`config.mk`:
```
export PLATFORM = sky130hd
export DESIGN_NAME = prime_checker_seq
export DESIGN_NICKNAME = d
export VERILOG_FILES = /design/src/rtl/prime_pkg.sv /design/src/rtl/prime_checker_seq_seq_rem.sv /design/src/rtl/prime_checker_seq.sv
export SDC_FILE = /design/constraint.sdc
export NUM_CORES = 1
export LEC_CHECK = 0
export BUFFER_PORTS_ARGS = -buffer_cell sky130_fd_sc_hd__clkbuf_2
export CAP_MARGIN = 20
export CORE_AREA = 2 2 117 90
export CTS_CLUSTER_SIZE = 28
export DETAILED_ROUTE_END_ITERATION = 7
export DIE_AREA = 0 0 119 92
export GPL_TIMING_DRIVEN = 0
export PLACE_DENSITY = 0.64
export SETUP_SLACK_MARGIN = 0.1
export SYNTH_ARGS = -nofsm -noshare
export SYNTH_HDL_FRONTEND = slang
export SYNTH_SLANG_ARGS = --single-unit
```
`constraint.sdc`:
```
create_clock -name clk -period 5.55 [get_ports clk]
set_input_delay 1.11 -clock clk [delete_from_list [all_inputs] [get_ports clk]]
set_output_delay 1.11 -clock clk [all_outputs]
set_load 0.02 [all_outputs]
```
`src/rtl/prime_pkg.sv`:
```
// Shared definitions for the sequential primality tester.
//   state_t        : controller states (IDLE, CHECK, MOD, DONE)
//   FIRST_ODD_DIV  : first trial divisor once 2 has been ruled out
//   prod_width()   : width of the untruncated d*d product for a given operand width
package prime_pkg;

    typedef enum logic [1:0] {
        IDLE  = 2'd0,
        CHECK = 2'd1,
        MOD   = 2'd2,
        DONE  = 2'd3
    } state_t;

    localparam int FIRST_ODD_DIV = 3;

    function automatic int prod_width(input int width);
        return 2 * width;
    endfunction

endpackage

```
`src/rtl/prime_checker_seq_seq_rem.sv`:
```
// seq_rem: sequential restoring-division remainder unit.
// Produces dividend % divisor, one quotient bit per clock.
// Ports:
//   clk, rst  : clock, synchronous active-high reset
//   start     : load operands and begin (must not be issued while active)
//   dividend  : WIDTH-bit unsigned dividend, sampled on start
//   divisor   : WIDTH-bit unsigned divisor, must stay stable until done
//   rem       : WIDTH-bit remainder, valid while done is high
//   done      : one-cycle pulse exactly WIDTH cycles after start
module seq_rem #(
    parameter int WIDTH = 8
) (
    input  logic             clk,
    input  logic             rst,
    input  logic             start,
    input  logic [WIDTH-1:0] dividend,
    input  logic [WIDTH-1:0] divisor,
    output logic [WIDTH-1:0] rem,
    output logic             done
);

    localparam int CW = $clog2(WIDTH);

    logic             active_q, active_d;
    logic [CW-1:0]    cnt_q,    cnt_d;
    logic [WIDTH-1:0] shift_q,  shift_d;   // remaining dividend bits, MSB first
    logic [WIDTH-1:0] rem_q,    rem_d;

    // One restoring step: bring in the next dividend bit, subtract if it fits.
    // The partial remainder is always below the divisor, so the result fits WIDTH bits.
    function automatic logic [WIDTH-1:0] div_step(input logic [WIDTH-1:0] r,
                                                  input logic             b,
                                                  input logic [WIDTH-1:0] dv);
        logic [WIDTH:0] trial;
        trial = {r, b};
        if (trial >= {1'b0, dv}) begin
            trial = trial - {1'b0, dv};
        end
        return trial[WIDTH-1:0];
    endfunction

    // The first step is taken on the start edge itself, so after the
    // remaining WIDTH-1 steps the remainder lands exactly WIDTH cycles later.
    always_comb begin
        active_d = active_q;
        cnt_d    = cnt_q;
        shift_d  = shift_q;
        rem_d    = rem_q;
        if (start) begin
            rem_d    = div_step('0, dividend[WIDTH-1], divisor);
            shift_d  = dividend << 1;
            cnt_d    = CW'(WIDTH - 1);
            active_d = 1'b1;
        end else if (active_q) begin
            if (cnt_q == '0) begin
                active_d = 1'b0;
            end else begin
                rem_d   = div_step(rem_q, shift_q[WIDTH-1], divisor);
                shift_d = shift_q << 1;
                cnt_d   = cnt_q - CW'(1);
            end
        end
    end

    always_ff @(posedge clk) begin
        if (rst) begin
            active_q <= 1'b0;
            cnt_q    <= '0;
            shift_q  <= '0;
            rem_q    <= '0;
        end else begin
            active_q <= active_d;
            cnt_q    <= cnt_d;
            shift_q  <= shift_d;
            rem_q    <= rem_d;
        end
    end

    assign done = active_q && (cnt_q == '0);
    assign rem  = rem_q;

endmodule

```
`src/rtl/prime_checker_seq.sv`:
```
// prime_checker_seq: multi-cycle primality tester for WIDTH-bit unsigned operands
// using odd trial division up to sqrt(n) and a shared sequential remainder unit.
// Optional build macro PRIME_FACTOR_OUT_EN adds the out_factor port (smallest
// prime factor when composite, 0 otherwise).
// Ports:
//   clk, rst      : clock, synchronous active-high reset
//   in_valid/in_ready/in_num     : operand handshake (in_ready high only in IDLE)
//   out_valid/out_ready          : result handshake, result held until accepted
//   out_is_prime                 : 1 when n is prime
//   out_factor (optional)        : smallest prime factor, valid with out_valid
//   busy                         : high whenever not IDLE
module prime_checker_seq
    import prime_pkg::*;
#(
    parameter int WIDTH = 8
) (
    input  logic             clk,
    input  logic             rst,
    input  logic             in_valid,
    output logic             in_ready,
    input  logic [WIDTH-1:0] in_num,
    output logic             out_valid,
    input  logic             out_ready,
    output logic             out_is_prime,
`ifdef PRIME_FACTOR_OUT_EN
    output logic [WIDTH-1:0] out_factor,
`endif
    output logic             busy
);

    localparam int PW = prod_width(WIDTH);

    state_t           state_q, state_d;
    logic [WIDTH-1:0] n_q, n_d;
    logic [WIDTH-1:0] d_q, d_d;
    logic             is_prime_q, is_prime_d;
`ifdef PRIME_FACTOR_OUT_EN
    logic [WIDTH-1:0] factor_q, factor_d;
`endif

    logic             rem_start;
    logic [WIDTH-1:0] rem;
    logic             rem_done;
    logic [PW-1:0]    d_sq;
    logic [PW-1:0]    n_ext;

    // Full-width square: the bound test must not wrap, otherwise large
    // divisors could look smaller than n and the search would overrun.
    assign d_sq  = {{WIDTH{1'b0}}, d_q} * {{WIDTH{1'b0}}, d_q};
    assign n_ext = {{WIDTH{1'b0}}, n_q};

    seq_rem #(
        .WIDTH(WIDTH)
    ) u_rem (
        .clk      (clk),
        .rst      (rst),
        .start    (rem_start),
        .dividend (n_q),
        .divisor  (d_q),
        .rem      (rem),
        .done     (rem_done)
    );

    always_comb begin
        state_d    = state_q;
        n_d        = n_q;
        d_d        = d_q;
        is_prime_d = is_prime_q;
`ifdef PRIME_FACTOR_OUT_EN
        factor_d   = factor_q;
`endif
        rem_start  = 1'b0;

        unique case (state_q)
            IDLE: begin
                if (in_valid) begin
                    n_d = in_num;
`ifdef PRIME_FACTOR_OUT_EN
                    factor_d = '0;
`endif
                    if (in_num < WIDTH'(2)) begin
                        is_prime_d = 1'b0;
                        state_d    = DONE;
                    end else if (in_num < WIDTH'(4)) begin
                        is_prime_d = 1'b1;
                        state_d    = DONE;
                    end else if (!in_num[0]) begin
                        is_prime_d = 1'b0;
`ifdef PRIME_FACTOR_OUT_EN
                        factor_d   = WIDTH'(2);
`endif
                        state_d    = DONE;
                    end else begin
                        d_d     = WIDTH'(FIRST_ODD_DIV);
                        state_d = CHECK;
                    end
                end
            end

            CHECK: begin
                if (d_sq > n_ext) begin
                    // No divisor up to sqrt(n) found
                    is_prime_d = 1'b1;
                    state_d    = DONE;
                end else begin
                    rem_start = 1'b1;
                    state_d   = MOD;
                end
            end

            MOD: begin
                // d_q is held here, which keeps the divisor stable for seq_rem
                if (rem_done) begin
                    if (rem == '0) begin
                        is_prime_d = 1'b0;
`ifdef PRIME_FACTOR_OUT_EN
                        factor_d   = d_q;
`endif
                        state_d    = DONE;
                    end else begin
                        d_d     = d_q + WIDTH'(2);
                        state_d = CHECK;
                    end
                end
            end

            DONE: begin
                if (out_ready) begin
                    state_d = IDLE;
                end
            end

            default: state_d = IDLE;
        endcase
    end

    always_ff @(posedge clk) begin
        if (rst) begin
            state_q    <= IDLE;
            n_q        <= '0;
            d_q        <= '0;
            is_prime_q <= 1'b0;
`ifdef PRIME_FACTOR_OUT_EN
            factor_q   <= '0;
`endif
        end else begin
            state_q    <= state_d;
            n_q        <= n_d;
            d_q        <= d_d;
            is_prime_q <= is_prime_d;
`ifdef PRIME_FACTOR_OUT_EN
            factor_q   <= factor_d;
`endif
        end
    end

    assign in_ready     = (state_q == IDLE);
    assign busy         = (state_q != IDLE);
    assign out_valid    = (state_q == DONE);
    assign out_is_prime = is_prime_q;
`ifdef PRIME_FACTOR_OUT_EN
    assign out_factor   = factor_q;
`endif

endmodule

```
-- Word-level counts from Yosys, hierarchy flattened
Index checks and enable logic that the tools add are counted.
- word-level logic and storage cells: 85
- output and inout bits: 4
- register bits: 38
- bits of input ports: 12
- magnitude comparators: 5
- muxes and demuxes: 40
- multiply operators: 1
- add/sub/neg operators: 4
- eq/ne operators: 14
- reduce and logical (&&, ||, !) cells: 13
- operator list (operator ; number):
    $mux 8 ; 14
    $gt 16x8->1 ; 1
    $mul 8x8->16 ; 1
    $ne 2x2->1 const B ; 8
    $pmux 8 s2 ; 1
    $mux 2 ; 7
    $mux 1 ; 13
    $ge 9x8->1 ; 1
    $mux 3 ; 3
    $add 8x2->8 const B ; 1
    $ge 1x8->1 ; 1
    $logic_not 8->1 ; 1
    $lt 8x2->1 const B ; 1
    $lt 8x3->1 const B ; 1
    $pmux 2 s4 ; 1
    $sub 1x8->8 ; 1
    $sub 8x8->8 ; 1
    $reduce_and 7->1 ; 1
    $reduce_and 6->1 ; 1
    $reduce_bool 2->1 ; 3
    $eq 2x2->1 const B ; 2
    $ne 2x1->1 const B ; 2
    $ne 4x2->1 const B ; 1
    $reduce_and 2->1 ; 2
    8 further kinds ; 8

-- Depth between registers and ports, before layout
Gate-level depths: netlist (run 1).
- word-level depth: 6
- gate-level depth with buffers: 23
- gate-level depth less buffers: 22

-- Cells and area by module
Synthesis (run 1) repeated with hierarchy kept, for this count alone.
- cell total of the unflattened synthesis: 532
- area, all modules: 4335.4 um^2
- modules (own cells, without submodules) (module ; cells an instance ; times used ; sequential area each (um^2) ; area an instance (um^2)):
    prime_checker_seq ; 359 ; 1 ; 380.4 ; 2951.6
    seq_rem ; 173 ; 1 ; 380.4 ; 1383.8

-- Worst setup path after synthesis (run 1)
Ideal clock, no wire load.
- path type: reg2reg
- from: reg d_q[1]
- to: reg u_rem.shift_q[2]
- period minus slack after synthesis: 5.373 ns
- slack: 0.177 ns
- data required time: 5.422 ns
- arrival time: 5.245 ns
- path buffers: 2
- cell stages (with the launch flop): 19
- library setup time: 0.128 ns
- cells stage by stage: dfxtp_1 -> clkinv_1 -> nor2_1 -> fa_1 -> fa_1 -> inv_1 -> fa_1 -> fa_1 -> inv_1 -> ha_1 -> buf_4 -> o211ai_2 -> o21a_1 -> o311a_1 -> or3_4 -> nor4_4 -> buf_6 -> mux2i_1 -> nor2_1
- longest elaborated chain between the ends: 6
- elaborated cells on any way between the ends: 8
- classes of those cells: mul (1); order compare (1); eq/ne (1); mux (3); reduce/logical (2)
- RTL lines (item ; line ; text):
    from (decl) ; prime_checker_seq.sv:35 ; logic [WIDTH-1:0] d_q, d_d;
    from (signal assigned) ; prime_checker_seq.sv:141 ; d_q <= '0;
    from (signal assigned) ; prime_checker_seq.sv:149 ; d_q <= d_d;
    $mul 8x8->16 * ; prime_checker_seq.sv:49 ; assign d_sq = {{WIDTH{1'b0}}, d_q} * {{WIDTH{1'b0}}, d_q};
    $gt 16x8->1 * ; prime_checker_seq.sv:101 ; if (d_sq > n_ext) begin
    $mux 1 * ; prime_checker_seq.sv:101 ;
    $mux 1 * ; prime_checker_seq.sv:74 ; unique case (state_q)
    $ne 2x2->1 (no line) or $reduce_bool 2->1 (tied branches) ; n/a ;
    $reduce_and 2->1 (no line) ; n/a ;
    to (signal assigned) ; prime_checker_seq_seq_rem.sv:74 ; shift_q <= shift_d;
    to (decl) ; prime_checker_seq_seq_rem.sv:26 ; logic [WIDTH-1:0] shift_q, shift_d;
Every way passes the cells marked *; elsewhere a longest branch is shown, timed or not.
A chain may end at the register's enable or synchronous reset.

-- Worst setup path in the final report (run 1)
- from: reg d_q[5]
- to: reg u_rem.rem_q[6] (netlist: u_rem.rem[6])
- longest elaborated chain between the ends: 6
- elaborated cells on any way between the ends: 16
- classes of those cells: add/sub (2); mul (1); order compare (3); eq/ne (1); mux (7); reduce/logical (2)
- RTL lines (item ; line ; text):
    $mul 8x8->16 ; prime_checker_seq.sv:49 ;
    $gt 16x8->1 ; prime_checker_seq.sv:101 ;
    $mux 1 ; prime_checker_seq.sv:101 ;
    $mux 1 ; prime_checker_seq.sv:74 ;
    $ne 2x2->1 (no line) or $reduce_bool 2->1 (tied branches) ; n/a ;
    $reduce_and 2->1 (no line) ; n/a ;
    to (signal assigned) ; prime_checker_seq_seq_rem.sv:75 ; rem_q <= rem_d;
    to (decl) ; prime_checker_seq_seq_rem.sv:27 ; logic [WIDTH-1:0] rem_q, rem_d;
Parallel ways exist; a longest one is shown, timed or not. The select of a mux whose other input is x is not followed.

==> results of run 1 <==
timing repair:
action                                  CTS  global route
setup buffers                             2             8
cloned                                    0             0
pin swaps                                 1             5
gates resized for setup                  21            26
endpoints found under the setup margin   21            20
where the power goes:
group / leakage, nW / internal, mW / switching [mW]
sequential: 0.315 / 0.350 / 0.0719
combinational: 1.78 / 0.483 / 0.647
clock: 0.0694 / 0.162 / 0.109
routing by layer:
metal,GRT usage,share of wire
met3,0.0218,0.037
met1,0.302,0.50
met5,0,0
met4,0.0298,0.0054
met2,0.345,0.45
stage by stage:
stage | TNS, ns | setup WS [ns] | power [mW] | instance area, µm²
floorplan | 0 | 0.177 | 1.25 | 4330
global placement | -9.28 | -0.545 | 1.46 | 4560
detailed placement | -9.91 | -0.583 | 1.49 | 4560
CTS | 0 | 0.104 | 1.79 | 4760
global route | 0 | 0.107 | 1.98 | 4910
finish | 0 | 0.341 | 1.82 | 4910
final timing paths:
path / slack, ns / cells after the start / startpoint / end
setup / recovery: 0.34 / 19 / d_q[5] / u_rem.rem[6]
hold / removal: 0.45 / 2 / n_q[2] / n_q[2]
setup reg to reg: 0.34 / 19 / d_q[5] / u_rem.rem[6]
hold reg to reg: 0.45 / 2 / n_q[2] / n_q[2]
sequential cells by signal, summed over array words and instances (netlist names):
| name | cells |
|---|---|
| d_q | 8 |
| n_q | 8 |
| u_rem.rem | 8 |
| u_rem.shift_q | 7 |
| u_rem.cnt_q | 3 |
| state_q | 2 |
| out_is_prime | 1 |
| u_rem.active_q | 1 |
final cells by class:
class,count,area (µm²)
plain buffers,16,114
clock buffers,5,125
clock inverters,2,10.0
fillers,965,5060
inverters,69,292
multi-input cells,408,3270
flip-flops and latches,38,781
well taps,136,170
repair buffers,23,144
worst max-delay path, delay by kind of cell (launching register included):
family | cells | cell delay [ns]
and+or+nand+nor | 5 | 0.93
AOI/OAI and AO/OA | 3 | 0.71
DFF | 1 | 0.34
adders and majority gates | 5 | 2.36
buffers and inverters | 6 | 0.78
synth_stat cells, drive strengths merged (3+ instances only):
library cell,n,share of area
or3,3,0.0055
nor2,67,0.058
nand3b,4,0.0069
inv,65,0.056
nor3,6,0.0069
clkbuf,7,0.0061
xnor2,19,0.038
o41ai,5,0.010
a21boi,4,0.0069
dfxtp,38,0.18
buf,9,0.019
o21bai,3,0.0052
a21o,6,0.011
ha,55,0.16
nand3,18,0.021
nand2,40,0.035
a21oi,37,0.043
and2,5,0.0072
nor4,6,0.012
a2bb2oi,3,0.0061
mux2i,8,0.019
fa,26,0.12
nor2b,4,0.0058
clkinv,4,0.0035
o2111ai,3,0.0061
o21ai,13,0.015
o211ai,6,0.012
o21a,4,0.0069
a211oi,16,0.032
nand4,7,0.010
nand2b,3,0.0043
kinds of logic (layout without fill, tap and decap cells):
logic type	after synthesis	in the layout	share of synthesized area
adders and majority gates	81	81	0.279
buffers and inverters	85	115	0.0845
AOI/OAI and AO/OA	122	122	0.202
DFF	38	38	0.176
muxes	10	10	0.0237
other	1	2	0.000867
xor gates and xnor gates	21	21	0.0425
and+or+nand+nor	172	172	0.191
==> impl_metrics.toml, run 1 <==
[worst_hold_path]
hold_class = "reg -> reg"

[route]
drt_pass1_iterations = 5
drcViolationCount = 0
wl_per_cell_um = 15.7
drtIter0Drc = 199
drt_wl_total_um = 11000
vias = 3812
vias_per_cell = 5.47
postRouteAntennaNets = 0

[global_route]
grt_pass1_vias = 3881
grt_overflow = 0
antenna_found_initial = 0
globalRouteTotalUtil = 0.209
grt_pass1_wl_um = 18700
grt_max_degree = 12

[cts]
htree_levels = 2
numCtsBuffers = 5
clk_pin_slew_ns = 0.06
clockBufferDepth = 2
clk_latency_ns = 0.28
cts-root-buf = "clkbuf_16"
holdBufCountCts = 0
clkSinkCount = 38
cts_tree = "done"

[finish]
mostFrequentLayoutCell = "inv_1"
nNetsFinal = 654
syn_to_final_growth_pct = 13.5
instances_no_fill = 697
drive_above_1_share = 0.150
final_cell_mix = "inv_1, nor2_1, ha_1"
fin_util = 0.492
diodes = 0

[sta]
maxSlewHeadroom = 0.392
fmax_mhz = 192
finalSetupViolCount = 0
rsz0062_at_grt = "no"
worstMarginPinSlew_ns = 0.904
fin_crit_sh = 0.939
whs_ns = 0.454
finalMaxSlewViolations = 0
min_period_ns = 5.21
hold_viol = 0
finClkSkew_ns = 0.00629

[floorplanning]
core.rowCount = 32
die_area_um2 = 10900
die_w_um = 119
io_pins = 16
chipHeight_um = 92
coreArea_um2 = 9970
start_util = 0.434

[synthesis]
netlist_area_um2 = 4330
synth_edf_count = 0
synth_flop_cell = "dfxtp_1"
ys_ff_latch = 38
synth.distinct_cells = 67
ys_seq_area_frac = 0.176
synthCells = 530
yosysWarnings = 0
ys_async_sr_fraction = 0
syn_area_per_cell_um2 = 8.16

[setup_path]
crit_top_cell = "fa_1"
critical_path.endpoint_type = "register"
cp_data_required_time_ns = 5.72
cp.arrival_ns = 5.38
critical_path_class = "reg -> reg"
crit_chain = "inv_4 > nor2_4 > fa_1 > fa_1 > inv_1 > fa_1 > fa_1 > inv_1 > ha_1 > buf_4 > a21oi_1 > o21a_1 > nor4_1 > or3_4 > nor4_4 > buf_6 > buf_8 > nand4b_1 > o41ai_1"
cpMaxStageDelayCell = "fa_1"
crit_path_max_fanout = 11
cpPeakStageDelay_ns = 0.56
start_kind = "register"

[place]
dp_hpwl_um = 8620
port_buffers = 13
place.gp.congestion = 0.906
dp.cells = 680

[pwr]
powerDensity_nw_per_um2 = 371
leakage_nw = 2.17
ir_drop_mv = 0.254

[run_status]
outcome = "complete, no violations"

[flow_run]
max_cap_violations = 0
No activity file was read; power rests on OpenSTA's default activity.
==> run 2: changes to the inputs <==
Settings changed: CORE_AREA 2 2 117 90 to 2 2 102 104, DIE_AREA 0 0 119 92 to 0 0 104 106, PLACE_DENSITY 0.64 to 0.63.
==> impl_metrics.toml, run 2 (synthesis gave the netlist of run 1 again) <==
[route]
met3WireLength_um = 365
drt_pass1_iterations = 4
vias = 3837
postRouteAntennaNets = 0
drt_wl_total_um = 10700
vias_per_cell = 5.48
drcViolationCount = 0
m1WireLength_um = 5240
wl_per_cell_um = 15.3
drtIter0Drc = 219
routed.top_layer = "met4"
met2_wirelength_um = 4940

[cts]
holdBufCountCts = 0
cts-root-buf = "clkbuf_8"
numCtsBuffers = 5
cts_tree = "done"
clkSinkCount = 38
clockBufferDepth = 2
clk_latency_ns = 0.30
htree_levels = 2
clk_pin_slew_ns = 0.09

[pwr]
ir_drop_mv = 0.220
powerDensity_nw_per_um2 = 373
leakage_nw = 2.19
power_mw = 1.85

[sta]
rsz0062_at_grt = "no"
worstMarginPinSlew_ns = 0.829
fin_crit_sh = 0.938
min_period_ns = 5.21
finalSetupViolCount = 0
maxSlewHeadroom = 0.442
finClkSkew_ns = 0.00914
fmax_mhz = 192
worst_slack_ns = 0.344
finalMaxSlewViolations = 0
hold_viol = 0

[global_route]
grt_overflow = 0
grt_pass1_wl_um = 17800
grt_pass1_vias = 3764
antenna_found_initial = 0
grt_max_degree = 14
globalRouteTotalUtil = 0.197

[setup_path]
critical_path.endpoint_type = "register"
critical_path_class = "reg -> reg"
start_kind = "register"
cp_data_required_time_ns = 5.72
crit_path_max_fanout = 9
cp.arrival_ns = 5.37

[flow_run]
max_cap_violations = 0

[floorplanning]
start_util = 0.433
chipHeight_um = 106
die_area_um2 = 11000
die_w_um = 104
coreArea_um2 = 10000
io_pins = 16
core.rowCount = 37

[place]
place.gp.congestion = 0.874
dp_hpwl_um = 8360
port_buffers = 13
dp_slack_ns = -0.596

[run_status]
outcome = "complete, no violations"

[finish]
final_cell_mix = "inv_1, nor2_1, ha_1"
mostFrequentLayoutCell = "inv_1"
diodes = 0
drive_above_1_share = 0.163
nNetsFinal = 656
syn_to_final_growth_pct = 14.8

[worst_hold_path]
hold_class = "reg -> reg"
run 2: changes by cell type in the layout (fill, tap and decap cells not counted), sizes merged:
cell and delta:
bufinv +2, inv +2, buf +2, clkinv -3
run 2: repair_timing:
item / CTS / global route
resized for setup: 23 / 34
hold endpoints to repair: 0 / 0
setup endpoints to repair: 20 / 20
pin swaps: 1 / 8
setup buffers: 1 / 11
run 2: metal layers:
layer | vias up | GRT usage
li1 | 1925 | -
met3 | 15 | 0.0258
met2 | 77 | 0.332
met4 | 0 | 0.0473
met5 | - | 0
met1 | 1820 | 0.267
run 2: path summary, 6_finish.rpt:
kind | cells past startpoint | slack, ns | endpoint | start
max | 19 | 0.34 | u_rem.shift_q[2] | d_q[3]
min | 2 | 0.46 | n_q[3] | n_q[3]
max reg2reg | 19 | 0.34 | u_rem.shift_q[2] | d_q[3]
min reg2reg | 2 | 0.46 | n_q[3] | n_q[3]
run 2: cell type report:
cell class                 count  area [µm²]
buffer                        16         114
clock buffer                   5        68.8
clock inverter                 3        68.8
fill                         979        5040
inverter                      69         302
multi-input combinational    408        3290
sequential                    38         788
tap                          136         170
timing repair buffer          25         159
run 2: metrics by stage:
| step | util | setup TNS, ns | instance area, µm² | cells | hold WS [ns] |
|---|---|---|---|---|---|
| final | 0.496 | 0 | 4960 | 700 | 0.461 |
| after global routing | 0.496 | 0 | 4960 | 700 | 0.485 |
| after CTS | 0.476 | 0 | 4760 | 689 | 0.461 |
| after detailed placement | 0.456 | -9.47 | 4560 | 680 | 0.450 |
| after global placement | 0.456 | -9.58 | 4560 | 680 | 0.450 |
| after floorplan | - | 0 | 4330 | 531 | 0.436 |
run 2: worst max-delay path: stages, from the launching register on:
cell and delay, ns:
dfxtp_4 0.40, buf_4 0.13, nand2_1 0.07, fa_1 0.51, inv_1 0.07, fa_1 0.50, fa_1 0.54, inv_1 0.05
fa_1 0.53, inv_1 0.05, ha_1 0.40, a21oi_1 0.18, o21ai_0 0.12, a2111oi_1 0.41, nand4_1 0.26, nor4_4 0.28
buf_6 0.18, buf_8 0.14, mux2i_1 0.20, nor2_1 0.06
run 2: power by group:
part	total (mW)	switching, mW	internal, mW
clock network	0.287	0.107	0.180
registers	0.421	0.0732	0.348
logic	1.14	0.645	0.500
total	1.85	0.825	1.03
